File: src/rtl/snd_conditioner_if.sv
// Sample stream in / conditioned audio out bundle for snd_conditioner.
// master = upstream sample source and audio sink; slave = the conditioner.
interface snd_conditioner_if;
  logic               cep;
  logic        [10:0] audio_in;
  logic               sample_valid;
  logic signed [15:0] pcm;
  logic               idle;
  logic               sdm_out;

  modport master (
    output cep, audio_in, sample_valid,
    input  pcm, idle, sdm_out
  );

  modport slave (
    input  cep, audio_in, sample_valid,
    output pcm, idle, sdm_out
  );
endinterface

File: src/rtl/snd_conditioner.sv
// DC blocker + one-pole low-pass turning 11-bit unsigned Mac audio into signed 16-bit PCM.
// Define SND_CONDITIONER_SDM_EN to add a first-order sigma-delta 1-bit output on sdm_out.
module snd_conditioner #(
  parameter int HP_SHIFT  = 10,
  parameter int LP_SHIFT  = 3,
  parameter int IDLE_BITS = 16
) (
  input logic               clk,
  input logic               _reset,
  snd_conditioner_if.slave  bus
);

  localparam logic [IDLE_BITS-1:0] CNT_MAX = '1;

  logic               [15:0] xIn;
  logic                      sampleEvt;
  logic               [15:0] xPrev_p0;
  logic signed        [15:0] hp_p0;
  logic signed        [15:0] lp_p1;
  logic                      first;
  logic                      idleReg;
  logic      [IDLE_BITS-1:0] idleCnt;

  logic signed        [16:0] dDiff;
  logic signed        [15:0] hpDecay;
  logic signed        [17:0] hpSum;
  logic signed        [15:0] hpNext;
  logic signed        [15:0] lpNext;

  function automatic logic signed [15:0] sat16(input logic signed [17:0] v);
    if (v > 18'sd32767)       return 16'sh7FFF;
    else if (v < -18'sd32768) return 16'sh8000;
    else                      return v[15:0];
  endfunction

  // lp stays inside the 16-bit range, so dropping the top bit of the sum is exact
  function automatic logic signed [15:0] lpStep(input logic signed [15:0] hp,
                                                input logic signed [15:0] lp);
    logic signed [16:0] diff;
    logic signed [16:0] sum;
    diff = 17'(hp) - 17'(lp);
    sum  = 17'(lp) + (diff >>> LP_SHIFT);
    return 16'(sum);
  endfunction

  assign xIn       = {1'b0, bus.audio_in, 4'b0};
  assign sampleEvt = bus.sample_valid & bus.cep;

  // Stage p0: DC blocker on each accepted sample
  assign dDiff   = $signed({1'b0, xIn}) - $signed({1'b0, xPrev_p0});
  assign hpDecay = hp_p0 >>> HP_SHIFT;
  assign hpSum   = 18'(hp_p0) + 18'(dDiff) - 18'(hpDecay);
  assign hpNext  = sat16(hpSum);

  always_ff @(posedge clk or negedge _reset) begin
    if (!_reset) begin
      xPrev_p0 <= '0;
      hp_p0    <= '0;
      first    <= 1'b1;
      idleReg  <= 1'b1;
      idleCnt  <= '0;
    end else if (sampleEvt) begin
      // A primed sample only records the level, so startup/resume does not click
      xPrev_p0 <= xIn;
      if (!first) hp_p0 <= hpNext;
      first    <= 1'b0;
      idleReg  <= 1'b0;
      idleCnt  <= '0;
    end else if (bus.cep && idleCnt != CNT_MAX) begin
      idleCnt <= idleCnt + 1'b1;
      if (idleCnt == CNT_MAX - 1'b1) begin
        idleReg <= 1'b1;
        first   <= 1'b1;
      end
    end
  end

  // Stage p1: smoothing low-pass, sees hp from the previous edge
  assign lpNext = lpStep(hp_p0, lp_p1);

  always_ff @(posedge clk or negedge _reset) begin
    if (!_reset)      lp_p1 <= '0;
    else if (bus.cep) lp_p1 <= lpNext;
  end

  assign bus.pcm  = lp_p1;
  assign bus.idle = idleReg;

`ifdef SND_CONDITIONER_SDM_EN
  logic [15:0] sdmAcc;
  logic [16:0] sdmSum;
  logic        sdmBit;

  assign sdmSum = {1'b0, sdmAcc} + {1'b0, ~lp_p1[15], lp_p1[14:0]};

  always_ff @(posedge clk or negedge _reset) begin
    if (!_reset) begin
      sdmAcc <= '0;
      sdmBit <= 1'b0;
    end else begin
      sdmAcc <= sdmSum[15:0];
      sdmBit <= sdmSum[16];
    end
  end

  assign bus.sdm_out = sdmBit;
`else
  assign bus.sdm_out = 1'b0;
`endif

endmodule

File: src/flat_wrapper.sv
// flat-port wrapper written by rule: the top's interface ports become plain ports
module snd_conditioner_flat 
#(
  parameter int HP_SHIFT  = 10,
  parameter int LP_SHIFT  = 3,
  parameter int IDLE_BITS = 16
)
  (clk, _reset, bus_cep, bus_audio_in, bus_sample_valid, bus_pcm, bus_idle, bus_sdm_out);
  snd_conditioner_if bus_i ();
  input logic clk;
  input logic _reset;
  input wire logic [$bits(bus_i.cep)-1:0] bus_cep;
  input wire logic [$bits(bus_i.audio_in)-1:0] bus_audio_in;
  input wire logic [$bits(bus_i.sample_valid)-1:0] bus_sample_valid;
  output wire logic [$bits(bus_i.pcm)-1:0] bus_pcm;
  output wire logic [$bits(bus_i.idle)-1:0] bus_idle;
  output wire logic [$bits(bus_i.sdm_out)-1:0] bus_sdm_out;
  assign bus_i.cep = bus_cep;
  assign bus_i.audio_in = bus_audio_in;
  assign bus_i.sample_valid = bus_sample_valid;
  assign bus_pcm = bus_i.pcm;
  assign bus_idle = bus_i.idle;
  assign bus_sdm_out = bus_i.sdm_out;
  snd_conditioner #(.HP_SHIFT(HP_SHIFT), .LP_SHIFT(LP_SHIFT), .IDLE_BITS(IDLE_BITS)) u_core (.clk(clk), ._reset(_reset), .bus(bus_i));
endmodule
File: config.mk
export PLATFORM = sky130hd
export DESIGN_NAME = snd_conditioner_flat
export DESIGN_NICKNAME = d
export VERILOG_FILES = /design/src/rtl/snd_conditioner_if.sv /design/src/rtl/snd_conditioner.sv /design/src/flat_wrapper.sv
export SDC_FILE = /design/constraint.sdc
export NUM_CORES = 1
export LEC_CHECK = 0
export ABC_AREA = 1
export CAP_MARGIN = 20
export CELL_PAD_IN_SITES_DETAIL_PLACEMENT = 1
export CELL_PAD_IN_SITES_GLOBAL_PLACEMENT = 2
export CORE_MARGIN = 10
export CORE_UTILIZATION = 35
export CTS_CLUSTER_SIZE = 24
export DETAILED_ROUTE_END_ITERATION = 16
export PLACE_DENSITY = 0.8
export SYNTH_ARGS = -nofsm -noshare
export SYNTH_HDL_FRONTEND = slang
export SYNTH_SLANG_ARGS = --single-unit
File: constraint.sdc
create_clock -name clk -period 5.3 [get_ports clk]
set_input_delay 1.06 -clock clk [delete_from_list [all_inputs] [get_ports clk]]
set_output_delay 1.06 -clock clk [all_outputs]
set_load 0.005 [all_outputs]
==> run_results.csv <==
group,metric,value,unit
placement,dpl_cell_area,7140,um2
logic_synthesis,synth_top_cell_by_area,"dfrtp_1",
logic_synthesis,synth_cells,904,
die,dieArea,23400,um2
logic_synthesis,synth_top_family_by_area,"simple AND/OR/NAND/NOR gates",
logic_synthesis,syn_area,6190,um2
setup_path,cp.buffers_inverters,6,
detailed_routing,initialDrtViolationCount,266,
logic_synthesis,ys_warn_count,0,
setup_path,endpoint,"u_core.hp_p0[7]",
final_layout,area_delta_synth_final,26.1,%
cts,htree_num_levels,3,
global_routing,antenna_found_initial,0,
sta,setup_viol,0,
logic_synthesis,netlist.area_leader.share,23.8,%
logic_synthesis,yosysSeqAreaShare,24.3,%
setup_path,crit_start,"bus_audio_in[4]",
detailed_routing,drc,0,
setup_path,crit_family,"simple AND/OR/NAND/NOR gates",
sta,worst_slew_pin_slew,826,ps
detailed_routing,drtAntennaViolNets,0,
detailed_routing,detail_route.first_pass.iterations,4,
final_layout,post-route-cell-area,7810,um2
global_routing,grt_usage,16.0,%
setup_path,critPathMaxStageDelay,430,ps
die,rows,48,
setup_path,reg2regPathDepth,30,
detailed_routing,via_count,6100,
sta,hold_viol,0,
cts,cts-root-buf,"clkbuf_16",
setup_path,crit_cells,27,
global_routing,grt_pass1_wl,31.6,mm
setup_path,rrSetupSlack,810,ps
logic_synthesis,ys_seq_elements,60,
setup_path,r2r_end,"u_core.hp_p0[7]",
logic_synthesis,synth-xor-area-share,8.20,%
logic_synthesis,synth_compound_area_share,14.3,%
sta,timing.fmax,197,MHz
placement,hpwl,14.9,mm
cts,clkSinkCount,60,
cts,clk_pin_slew,60,ps
cts,cts_tree,"yes",
min_path,holdCritPathClass,"flop to flop",
logic_synthesis,synth_edf_count,0,
detailed_routing,vias_per_cell,4.99,
sta,max-slew-margin-rel,44.9,%
die,die-height,153,um
cts,numCtsBuffers,9,
setup_path,critPathLaunchType,"primary input",
logic_synthesis,synthFlopType,"dfrtp_1",
setup_path,path_class,"primary input to flop",
sta,finalCriticalPeriod,5070,ps
logic_synthesis,synth.distinct_cells,47,
setup_path,worstPathArrival,5300,ps
cts,clkLatencyLatePin,340,ps
final_layout,drive_gt1_share,15.0,%
die,core,17300,um2
cts,hold_buffers,0,
setup_path,path_common_cell,"nand2_1",
logic_synthesis,synthAdderAreaFrac,16.0,%
logic_synthesis,synthMuxAreaShare,0,%
global_routing,overflow,0,
final_layout,layout.nets,1085,
logic_synthesis,synthTopCellsByArea,"dfrtp_1, nand2_1, ha_1, inv_1, xor2_1",
cts,clk_path_buf_depth,2,
setup_path,rr_startpoint,"u_core.xPrev_p0[4]",
detailed_routing,wl_per_cell,15.8,um
global_routing,grt_pass1_vias,6306,
logic_synthesis,synth_nets,996,
detailed_routing,wl,19.3,mm
die,start_util,35.8,%
die,num_io_pins,33,
logic_synthesis,synth_async_sr_flop_share,100,%
sta,min_period_over_period,95.7,%
flow_run,drv_cap,0,
run_status,status,"finished clean",
global_routing,grt_max_degree,61,
setup_path,critPathMaxFanout,8,
setup_path,endpoint_kind,"flop",
logic_synthesis,yosys.area_share.simple,28.2,%
final_layout,n_antenna_cell,0,
setup_path,cp_slowest_cell,"clkdlybuf4s50_1",
placement,gp_congestion,0.805,
die,die_x,153,um
sta,hold_slack,501,ps
sta,slew_viol_final,0,
setup_path,worstPathRequired,5530,ps
sta,skew,7.51,ps
logic_synthesis,avgSynthCellArea,6.85,um2
placement,port-buffer-count,31,
layer usage:
layer  wire, um  up-vias  share of wire (%)  GRT usage [%]
li1           -     3134                  -              -
met5          0        -                  0              0
met1       9400     2891                 49           21.2
met3        606       12                3.1           2.81
met4        127        0               0.66           2.95
met2       9160       63                 47           26.9
worst register-to-register path, delay by kind of cell (launching register included):
family	cells	cell delay (ps)
AND/OR/NAND/NOR	14	1160
adder cells (fa/ha/maj)	4	1170
buffers and inverters	4	370
AO/OA/AOI/OAI	6	790
XOR/XNOR	2	470
flip-flops	1	410
cell usage after synthesis (4+ instances only):
master / n
a21o_1: 7
a21oi_1: 62
clkbuf_1: 8
dfrtp_1: 59
fa_1: 4
ha_1: 73
inv_1: 122
nand2_1: 275
nand2_2: 8
nand3_1: 43
nand4_1: 10
nor2_1: 48
nor3_1: 11
nor4_1: 5
o21ai_0: 48
o31ai_1: 13
xnor2_1: 19
xor2_1: 39
cells in the final DEF, fill, tap and decap left out, types with 11 or more instances in the layout:
cell and n:
ha_1 60, nand2_1 272, clkdlybuf4s50_1 27, inv_1 120
ha_4 11, a21oi_2 16, o31ai_1 11, xor2_1 38
buf_4 59, o21ai_0 42, nand3_1 41, xnor2_1 19
nor2_1 46, a21oi_1 47, dfrtp_1 59
metrics by stage:
step,setup slack [ps],utilization (%),setup TNS [ps],std cells
6_report,225,45.1,0,1222
2_1_floorplan,339,-,0,904
5_1_grt,-35.7,45.1,-153,1222
4_1_cts,26.8,43.7,0,1220
3_3_place_gp,-328,41.3,-4910,1203
3_5_place_dp,-504,41.3,-7520,1203
repair_timing:
action | in CTS | in global routing
cloned | 1 | 0
pin swaps | 6 | 28
setup buffers | 1 | 2
resized for setup | 13 | 52
endpoints found under the setup margin | 15 | 16
registers in the layout, indices dropped and copies added (netlist names):
signal and cells:
u_core.idleCnt 16, u_core.xPrev_p0 11, u_core.first 1, u_core.bus.pcm 16, u_core.hp_p0 16
area by class of cell:
cell class / instances / area [um2]
Sequential cell: 60 / 1500
Clock buffer: 9 / 225
Inverter: 125 / 469
Clock inverter: 6 / 90.1
Fill cell: 2186 / 9490
Timing Repair Buffer: 92 / 803
Tap cell: 225 / 282
Multi-Input combinational cell: 705 / 4440
cells by family after synthesis:
family | after synthesis
buffers and inverters | 139
XOR/XNOR | 58
adder cells (fa/ha/maj) | 77
flip-flops | 60
AND/OR/NAND/NOR | 416
other | 1
AO/OA/AOI/OAI | 153
worst min path at each step:
stage | startpoint | endpoint | slack, ps | cells past startpoint
floorplan | u_core.hp_p0[0] | u_core.hp_p0[0] | 450 | 2
global placement | u_core.hp_p0[0] | u_core.hp_p0[0] | 470 | 2
detailed placement | u_core.hp_p0[0] | u_core.hp_p0[0] | 490 | 2
CTS | u_core.hp_p0[0] | u_core.hp_p0[0] | 500 | 2
global route | u_core.hp_p0[0] | u_core.hp_p0[0] | 530 | 2
finish | u_core.bus.pcm[15] | u_core.bus.pcm[15] | 500 | 2
Power is not shown: default switching activity piles up to over one toggle a cycle in this logic, so the estimate is an artifact.
